--- src/rtl/hex_bcd_pkg.sv ---
// Shared definitions for the hex_bcd_writer binary-to-BCD converter:
// FSM state encoding, iteration count and per-digit-count saturation limits.
package hex_bcd_pkg;

  typedef enum logic [1:0] {
    IDLE,
    SHIFT,
    WRITE
  } state_t;

  localparam int ITER = 32;

  // Largest value representable in N decimal digits, indexed by N
  localparam logic [31:0] MAX_VALUE [0:8] = '{
    32'd0,
    32'd9,
    32'd99,
    32'd999,
    32'd9999,
    32'd99999,
    32'd999999,
    32'd9999999,
    32'd99999999
  };

endpackage

--- src/rtl/bcd_adjust.sv ---
// Double-dabble correction: adds 3 to every BCD nibble that is 5 or more,
// so the following left shift carries correctly into the next decimal digit.
module bcd_adjust (
  input  logic [31:0] bcd_in,
  output logic [31:0] bcd_out
);

  always_comb begin
    bcd_out = bcd_in;
    for (int n = 0; n < 8; n++) begin
      if (bcd_in[n*4 +: 4] >= 4'd5) begin
        bcd_out[n*4 +: 4] = bcd_in[n*4 +: 4] + 4'd3;
      end
    end
  end

endmodule

--- src/rtl/hex_bcd_writer.sv ---
// Serial 32-bit binary to packed BCD converter feeding a display write port.
// Optional leading-zero blanking is enabled with the macro HEX_BCD_BLANK_EN.
module hex_bcd_writer
  import hex_bcd_pkg::*;
#(
  parameter int          DIGITS     = 8,
  parameter logic [3:0]  BLANK_CODE = 4'hF
) (
  input  logic        iCLOCK,
  input  logic        iRESET_N,
  input  logic [31:0] iVALUE,
  input  logic        iSTART,
  output logic [31:0] oDATA,
  output logic        oWR,
  output logic        oBUSY,
  output logic        oOVF
);

  state_t      state;
  logic [31:0] bin_q;
  logic [31:0] bcd_q;
  logic [31:0] bcd_adj;
  logic [5:0]  iter_q;
  logic        sat_q;
  logic [31:0] write_data;

  bcd_adjust u_adjust (
    .bcd_in  (bcd_q),
    .bcd_out (bcd_adj)
  );

  // Saturation decision is taken at accept time so the shifting value can be consumed
  always_comb begin
`ifdef HEX_BCD_BLANK_EN
    logic leading;
`endif
    write_data = '0;
    for (int d = 0; d < 8; d++) begin
      if (d < DIGITS) begin
        write_data[d*4 +: 4] = sat_q ? 4'h9 : bcd_q[d*4 +: 4];
      end
    end
`ifdef HEX_BCD_BLANK_EN
    leading = !sat_q;
    for (int d = 7; d >= 1; d--) begin
      if (d < DIGITS) begin
        if (leading && (write_data[d*4 +: 4] == 4'h0)) begin
          write_data[d*4 +: 4] = BLANK_CODE;
        end else begin
          leading = 1'b0;
        end
      end
    end
`endif
  end

  always_ff @(posedge iCLOCK) begin
    if (!iRESET_N) begin
      state  <= IDLE;
      bin_q  <= '0;
      bcd_q  <= '0;
      iter_q <= '0;
      sat_q  <= 1'b0;
      oDATA  <= '0;
      oWR    <= 1'b0;
      oBUSY  <= 1'b0;
      oOVF   <= 1'b0;
    end else begin
      oWR <= 1'b0;
      case (state)
        IDLE: begin
          if (iSTART) begin
            bin_q  <= iVALUE;
            bcd_q  <= '0;
            iter_q <= '0;
            sat_q  <= (iVALUE > MAX_VALUE[DIGITS]);
            oBUSY  <= 1'b1;
            state  <= SHIFT;
          end
        end
        SHIFT: begin
          {bcd_q, bin_q} <= {bcd_adj, bin_q} << 1;
          iter_q         <= iter_q + 6'd1;
          if (iter_q == 6'(ITER - 1)) begin
            state <= WRITE;
          end
        end
        WRITE: begin
          oDATA <= write_data;
          oOVF  <= sat_q;
          oWR   <= 1'b1;
          oBUSY <= 1'b0;
          state <= IDLE;
        end
        default: state <= IDLE;
      endcase
    end
  end

endmodule

--- config.mk ---
export PLATFORM = sky130hd
export DESIGN_NAME = hex_bcd_writer
export DESIGN_NICKNAME = d
export VERILOG_FILES = /design/src/rtl/hex_bcd_pkg.sv /design/src/rtl/bcd_adjust.sv /design/src/rtl/hex_bcd_writer.sv
export SDC_FILE = /design/constraint.sdc
export NUM_CORES = 1
export LEC_CHECK = 0
export CAP_MARGIN = 20
export CORE_ASPECT_RATIO = 1.75
export CORE_MARGIN = 1
export CORE_UTILIZATION = 45
export CTS_CLUSTER_DIAMETER = 200
export DETAILED_ROUTE_END_ITERATION = 10
export GPL_ROUTABILITY_DRIVEN = 0
export PLACE_DENSITY = 0.75
export SETUP_SLACK_MARGIN = 0.3
export SLEW_MARGIN = 15
export SYNTH_ARGS = -nofsm -noshare
export SYNTH_HDL_FRONTEND = slang
export SYNTH_SLANG_ARGS = --single-unit
--- constraint.sdc ---
create_clock -name iCLOCK -period 4.55 [get_ports iCLOCK]
set_clock_uncertainty 0.1 [all_clocks]
set_input_delay 0.6825 -clock iCLOCK [delete_from_list [all_inputs] [get_ports iCLOCK]]
set_output_delay 0.6825 -clock iCLOCK [all_outputs]
set_load 0.01 [all_outputs]
==> run summary, run 1 <==
WORST HOLD PATH
--------------------------------------------------------------------------------
Kind of path behind the tightest hold check ....................... register to register

FINAL LAYOUT
--------------------------------------------------------------------------------
Final core area utilization .......................................        55.7%
Ratio of cells with drive above 1 in the final layout .............        8.24%
# nets final ......................................................          678
Post-route non-filler standard cell count .........................          761
Antenna diodes ....................................................            0
Synth-to-layout area growth .......................................        19.6%

SETUP PATH
--------------------------------------------------------------------------------
Worst path cell trace ............................................. clkdlybuf4s50_1, o21ba_2, o21ai_0, nand2_1, a21boi_0
Number of buffers and inverters on the critical path ..............            1
Critical path's largest stage delay ...............................      1.00 ns
Required time at the worst-slack endpoint .........................      4.68 ns
CP top delay family ............................................... compound AO/OA/AOI/OAI gates
Cell with the largest stage delay on the worst path ............... sky130_fd_sc_hd__clkdlybuf4s50_1
Critical path capture point type ..................................     register
Arrival time of data at the critical path endpoint ................      2.96 ns
Startpoint types .................................................. primary input
Maximum fanout count along the critical path ......................           42
Category of the most critical setup path .......................... primary input to register

LOGIC SYNTHESIS
--------------------------------------------------------------------------------
Average footprint of a synthesized cell ...........................     8.62 um2
Post-synthesis cell type with the largest combined area ........... sky130_fd_sc_hd__dfxtp_1
Share of synthesized flip-flops with an asynchronous set or reset .           0%
Sequential element share of the synthesized area ..................        42.9%
Synth top area cells .............................................. sky130_fd_sc_hd__dfxtp_1, sky130_fd_sc_hd__nor2_1, sky130_fd_sc_hd__o221a_2
Most common flop cell mapped by yosys ............................. sky130_fd_sc_hd__dfxtp_1
Post-Syn Nets .....................................................          636
Post-synthesis instance area ......................................  0.00504 mm2
Yosys warnings ....................................................            0
Post-Syn Instances ................................................          584
FF+latch count, synth .............................................          108
Count of distinct cell types in the synthesized netlist ...........           43
EDFF count, synth .................................................            0
Area share of the largest cell type after synthesis ...............        42.9%

CTS
--------------------------------------------------------------------------------
CTS tree ..........................................................        built
Sinks on Clock Net ................................................          108
Clock Path Buffers ................................................            2
Number of buffers inserted to repair setup after CTS ..............            0
Number of buffers inserted by hold repair at cts ..................            0
Quantity of gates resized following cts ...........................            0
Clock latency on the worst-skew pair ..............................      0.35 ns
Clock transition at the registers of the reported paths ...........      0.07 ns
CTS root buffer ................................................... sky130_fd_sc_hd__clkbuf_16
Number of buffers created by CTS ..................................            9
Total number of H-tree levels .....................................            3

GLOBAL ROUTE
--------------------------------------------------------------------------------
Vias in the first global route ....................................        4,186
Total routing usage reported by global routing ....................        21.8%
Antenna violations before repair ..................................            0
Pin count of the biggest net entering global routing ..............           83
Total congestion overflow .........................................            0
First-pass GRT wire length ........................................    19,800 um

ROUTE
--------------------------------------------------------------------------------
Routed vias/inst ..................................................         5.61
Detailed router's first-iteration violation count .................          327
Antenna-violating nets left .......................................            0
Sum of routed wire length over all layers .........................    11,600 um
Number of DRC violations after detailed routing ...................            0
Drt wl/cell .......................................................      15.2 um
TritonRoute pass-1 iters ..........................................            6
Via Count .........................................................        4,268

STA
--------------------------------------------------------------------------------
Transition at the pin with the smallest max-transition slack ......     0.936 ns
Count of final max-slew check failures ............................            0
Final Setup Violations ............................................            0
Crit path setup slack, layout .....................................      1.72 ns
Final setup TNS ...................................................         0 ns
Fmax ..............................................................    0.354 GHz
Setup repair after global routing missed its margin ...............           no
Final critical-path share of the clock period .....................        62.1%
Tmin final ........................................................      2.83 ns
Normalized max-slew margin ........................................        37.5%
Endpoints failing hold ............................................            0

FLOORPLAN
--------------------------------------------------------------------------------
Vertical extent of the die ........................................       142 um
Total die area ....................................................   0.0116 mm2
Effective utilization at floorplan ................................        46.5%
Top-Level Pins ....................................................           70
Core ar. ..........................................................   0.0108 mm2
Number of cell rows ...............................................           50
Horiz. Die Dim ....................................................      82.0 um

POWER
--------------------------------------------------------------------------------
Power after layout ................................................    0.00190 W
LEAKAGE ...........................................................      2.11 nW
IR Drop Worst-Case VDD ............................................     0.201 mV
PD cells ..........................................................   315 mW/mm2

RUN STATUS
--------------------------------------------------------------------------------
Status ............................................................    completed

PLACEMENT
--------------------------------------------------------------------------------
Placed cells ......................................................          744
Number of port buffers ............................................           69
Pre-CTS worst setup slack .........................................      1.38 ns
HPWL after detailed placement .....................................      7720 um

JOB
--------------------------------------------------------------------------------
Max Cap Viol ......................................................            0

metal layers:
metal	share of wire [%]	wire length (um)	track usage, %	vias to the layer above
met5	0	0	0	-
met3	3.2	365	3.85	23
met4	2.0	228	8.96	0
li1	-	-	-	2118
met1	43	5000	26.3	2028
met2	52	5990	37.0	99
power by group:
group          switching [W]  internal (W)  leakage (nW)
sequential         0.0000209      0.000975         0.879
combinational      0.0000913     0.0000863          1.10
clock               0.000339      0.000385         0.129
total               0.000451       0.00145          2.11
cell usage after synthesis, types with 2 or more instances:
cell                         n
sky130_fd_sc_hd__and2_1      2
sky130_fd_sc_hd__nand3b_1    9
sky130_fd_sc_hd__nor2b_1    26
sky130_fd_sc_hd__mux2_2      8
sky130_fd_sc_hd__o221a_2    20
sky130_fd_sc_hd__nand4_1     3
sky130_fd_sc_hd__buf_1       2
sky130_fd_sc_hd__xor2_1      7
sky130_fd_sc_hd__nor2_1     69
sky130_fd_sc_hd__a22oi_1     3
sky130_fd_sc_hd__dfxtp_1   108
sky130_fd_sc_hd__buf_2      17
sky130_fd_sc_hd__ha_1       17
sky130_fd_sc_hd__o21a_1      7
sky130_fd_sc_hd__a21boi_0   27
sky130_fd_sc_hd__o211a_1     2
sky130_fd_sc_hd__xnor2_1     8
sky130_fd_sc_hd__o221ai_1   12
sky130_fd_sc_hd__or4_1       2
sky130_fd_sc_hd__a21oi_1    30
sky130_fd_sc_hd__o21ai_0    33
sky130_fd_sc_hd__inv_1      16
sky130_fd_sc_hd__nor3_1     31
sky130_fd_sc_hd__nand2_1    41
sky130_fd_sc_hd__clkbuf_1   24
sky130_fd_sc_hd__or3_1       8
sky130_fd_sc_hd__nand3_1    11
sky130_fd_sc_hd__nand2b_1   10
sky130_fd_sc_hd__nor3b_1    17
kinds of logic (layout without fill, tap and decap cells):
logic type      count (synthesis)  after routing  share of synthesized area, %
simple gates                  234            234                          23.5
compound gates                141            141                          19.9
flops                         108            108                          42.9
buf+inv                        61            108                          5.14
fa+ha+maj                      17             17                          4.22
xor+xnor                       15             15                          2.61
mux                             8              8                          1.79
area by class of cell:
cell class | instances | area, um2
Clock buffer | 12 | 246
Inverter | 16 | 60.1
Timing Repair Buffer | 76 | 746
Fill cell | 998 | 4800
Tap cell | 130 | 163
Clock inverter | 4 | 25.0
Multi-Input combinational cell | 415 | 2620
Sequential cell | 108 | 2160
placed cells by master (no fill, tap or decap), drive strengths merged, types with 3 or more instances in the layout:
cell           instances
nand2                 41
ha                    17
nor3                  31
clkbuf                12
o221ai                12
nand3b                 9
a21oi                 30
nor2b                 26
nor2                  69
nand2b                10
xnor2                  8
nor3b                 17
inv                   16
xor2                   7
mux2                   8
o21ai                 33
clkdlybuf4s50         68
o21a                   7
dfxtp                108
or3                    8
buf                    8
o221a                 20
a22oi                  3
nand3                 11
a21boi                28
nand4                  3
flip-flops by register name, summed over array words and instances, names as in the netlist:
signal and count:
bcd_q 32, bin_q 32, iter_q 6, oBUSY 1
oDATA 32, oOVF 1, oWR 1, sat_q 1
state 2
per-stage QoR:
step | instance area, um2 | hold WS, ns
after floorplan | 5040 | 0.325
after global placement | 5730 | 0.336
after detailed placement | 5730 | 0.343
after CTS | 6000 | 0.358
after global routing | 6020 | 0.386
final | 6020 | 0.358
worst paths after layout:
path              from   endpoint  slack [ns]  depth (start not counted)
max             iSTART  iter_q[2]        1.72                          5
min          bcd_q[29]  bcd_q[29]        0.36                          2
max reg2reg   state[1]  bcd_q[10]        2.12                          3
min reg2reg  bcd_q[29]  bcd_q[29]        0.36                          2
worst reg2reg max path: cells and delay by family, from the launching register on:
family             cells  cell delay, ns
DFF                    1            0.93
and+or+nand+nor        2            1.04
AOI/OAI and AO/OA      1            0.21
No activity file was read; power rests on OpenSTA's default activity.
==> run 2, diff against run 1 <==
==> constraint.sdc (replaced) <==
create_clock -name iCLOCK -period 2.93 [get_ports iCLOCK]
set_clock_uncertainty 0.1 [all_clocks]
set_input_delay 0.4395 -clock iCLOCK [delete_from_list [all_inputs] [get_ports iCLOCK]]
set_output_delay 0.4395 -clock iCLOCK [all_outputs]
set_load 0.01 [all_outputs]
==> run 2 against run 1 <==
  * Setup slack worse by 1.0 ns
  * Global-route usage is 1.2 points lower
  * Clock power is 60% higher
  * Critical endpoint is now bcd_q[10]
  * Largest power group unchanged
==> run summary, run 2 (same netlist as run 1, synthesis figures left out) <==
STA
---------------------------------------------------------------------------
Normalized max-slew margin ...................................        57.0%   was 37.5%
Final worst hold slack .......................................     0.358 ns   about the same
Transition at the pin with the smallest max-transition slack .     0.644 ns   was 0.936 ns
Endpoints failing hold .......................................            0   unchanged
Setup repair after global routing missed its margin ..........           no   unchanged
Final setup TNS ..............................................         0 ns   unchanged
Final critical-path share of the clock period ................        76.2%
Count of final max-slew check failures .......................            0   unchanged
Tmin final ...................................................      2.23 ns
Fmax .........................................................    0.448 GHz
Final Setup Violations .......................................            0   unchanged
Crit path setup slack, layout ................................     0.698 ns   was 1.72 ns

GLOBAL ROUTE
---------------------------------------------------------------------------
Antenna violations before repair .............................            0   unchanged
First-pass GRT wire length ...................................    18,700 um   was 19,800 um
Total routing usage reported by global routing ...............        20.5%   was 21.8%
Vias in the first global route ...............................        4,161   was 4,186
Pin count of the biggest net entering global routing .........           48   was 83
Total congestion overflow ....................................            0   unchanged

ROUTE
---------------------------------------------------------------------------
Routed vias/inst .............................................         5.58   was 5.61
Detailed router's first-iteration violation count ............          219   was 327
Via Count ....................................................        4,272   was 4,268
Antenna-violating nets left ..................................            0   unchanged
TritonRoute pass-1 iters .....................................            4   was 6
Drt wl/cell ..................................................      15.0 um   was 15.2 um
Sum of routed wire length over all layers ....................    11,500 um   was 11,600 um
Number of DRC violations after detailed routing ..............            0   unchanged

WORST HOLD PATH
---------------------------------------------------------------------------
Kind of path behind the tightest hold check .................. register to register   unchanged

RUN STATUS
---------------------------------------------------------------------------
Status .......................................................    completed   unchanged

FINAL LAYOUT
---------------------------------------------------------------------------
Leading cell types in the layout, fill and taps excluded ..... sky130_fd_sc_hd__dfxtp_1, sky130_fd_sc_hd__nor2_1, sky130_fd_sc_hd__clkdlybuf4s50_1   unchanged
Footprint of the multi-input gates ...........................  0.00262 mm2   about the same
Fillcell total ...............................................          958   was 998
Leading cell type in the layout, fill and taps excluded ...... sky130_fd_sc_hd__dfxtp_1   unchanged
Antenna diodes ...............................................            0   unchanged
Ratio of cells with drive above 1 in the final layout ........        8.96%   was 8.24%
Footprint of the flip-flops and latches ......................  0.00216 mm2   unchanged
Registers with the highest flip-flop counts .................. bcd_q x32, bin_q x32, oDATA x32   unchanged
Synth-to-layout area growth ..................................        20.3%   was 19.6%
# nets final .................................................          683   was 678

FLOORPLAN
---------------------------------------------------------------------------
Number of cell rows ..........................................           50   unchanged
Effective utilization at floorplan ...........................        46.5%   unchanged
Core ar. .....................................................   0.0108 mm2   unchanged
Top-Level Pins ...............................................           70   unchanged
Horiz. Die Dim ...............................................      82.0 um   unchanged
Vertical extent of the die ...................................       142 um   unchanged
Total die area ...............................................   0.0116 mm2   unchanged

CTS
---------------------------------------------------------------------------
CTS root buffer .............................................. sky130_fd_sc_hd__clkbuf_16   unchanged
Number of buffers inserted by hold repair at cts .............            0   unchanged
Sinks on Clock Net ...........................................          108   unchanged
Total number of H-tree levels ................................            3   unchanged
Clock transition at the registers of the reported paths ......      0.07 ns   about the same
CTS tree .....................................................        built   unchanged
Clock Path Buffers ...........................................            2   unchanged
Clock latency on the worst-skew pair .........................      0.34 ns   was 0.35 ns
Number of buffers inserted to repair setup after CTS .........            0   unchanged
Number of buffers created by CTS .............................            9   unchanged
Quantity of gates resized following cts ......................            0   unchanged

POWER
---------------------------------------------------------------------------
LEAKAGE ......................................................      2.14 nW   was 2.11 nW
IR Drop Worst-Case VDD .......................................     0.318 mV   was 0.201 mV
PD cells .....................................................   492 mW/mm2   was 315 mW/mm2

PLACEMENT
---------------------------------------------------------------------------
Pre-CTS worst setup slack ....................................     0.611 ns   was 1.38 ns
Number of port buffers .......................................           69   unchanged
HPWL after detailed placement ................................      7660 um   was 7720 um

SETUP PATH
---------------------------------------------------------------------------
Worst path cell trace ........................................ and2b_1, nand2_1, o21ai_0   was clkdlybuf4s50_1, o21ba_2, o21ai_0, nand2_1, a21boi_0
Critical path's largest stage delay ..........................      0.62 ns   was 1.00 ns
Number of buffers and inverters on the critical path .........            0   was 1
CP top delay family .......................................... simple AND/OR/NAND/NOR gates   was compound AO/OA/AOI/OAI gates
Maximum fanout count along the critical path .................           17   was 42
Arrival time of data at the critical path endpoint ...........      2.39 ns   was 2.96 ns
Required time at the worst-slack endpoint ....................      3.09 ns   was 4.68 ns
Critical path capture point type .............................     register   unchanged
Category of the most critical setup path ..................... register to register   was primary input to register
Cell with the largest stage delay on the worst path .......... sky130_fd_sc_hd__and2b_1   was sky130_fd_sc_hd__clkdlybuf4s50_1
Startpoint types .............................................     register   was primary input

JOB
---------------------------------------------------------------------------
Max Cap Viol .................................................            0   unchanged

[run 2: per-layer routing]
layer | wire [um] | vias up | global-route usage [%]
met5 | 0 | - | 0
met4 | 247 | 0 | 8.59
met3 | 453 | 24 | 3.72
met2 | 5820 | 119 | 35.7
met1 | 5000 | 2003 | 24.0
li1 | - | 2126 | -
[run 2: worst min-delay path, delay by kind of cell (launching register included)]
family           cells  cell delay [ns]
flip-flops           1             0.31
AND/OR/NAND/NOR      1             0.05
AO/OA/AOI/OAI        1             0.06
[run 2: per-stage QoR]
stage               power, W  instances  instance area, um2  util, %
finish               0.00298        766                6060     56.0
global route         0.00309        766                6060     56.0
CTS                  0.00299        766                6060     56.0
detailed placement   0.00185        750                5780     53.4
global placement     0.00185        750                5780     53.4
floorplan            0.00175        584                5040        -
[run 2: worst paths after layout]
| path | cells after the start | endpoint | start | slack, ns |
|---|---|---|---|---|
| setup / recovery | 3 | bcd_q[10] | state[0] | 0.70 |
| hold / removal | 2 | oDATA[14] | oDATA[14] | 0.36 |
| setup reg to reg | 3 | bcd_q[10] | state[0] | 0.70 |
| hold reg to reg | 2 | oDATA[14] | oDATA[14] | 0.36 |
[run 2: area by class of cell]
| class | count | area share (%) |
|---|---|---|
| multi-input combinational | 415 | 43.2 |
| sequential | 108 | 35.7 |
| timing repair buffer | 81 | 12.8 |
| clock buffer | 13 | 4.29 |
| tap | 130 | 2.68 |
| inverter | 16 | 0.991 |
| clock inverter | 3 | 0.351 |
[run 2: power breakdown]
part	internal, W	switching (W)
logic	0.000135	0.000145
registers	0.00151	0.0000298
clock network	0.000625	0.000532
total	0.00227	0.000706
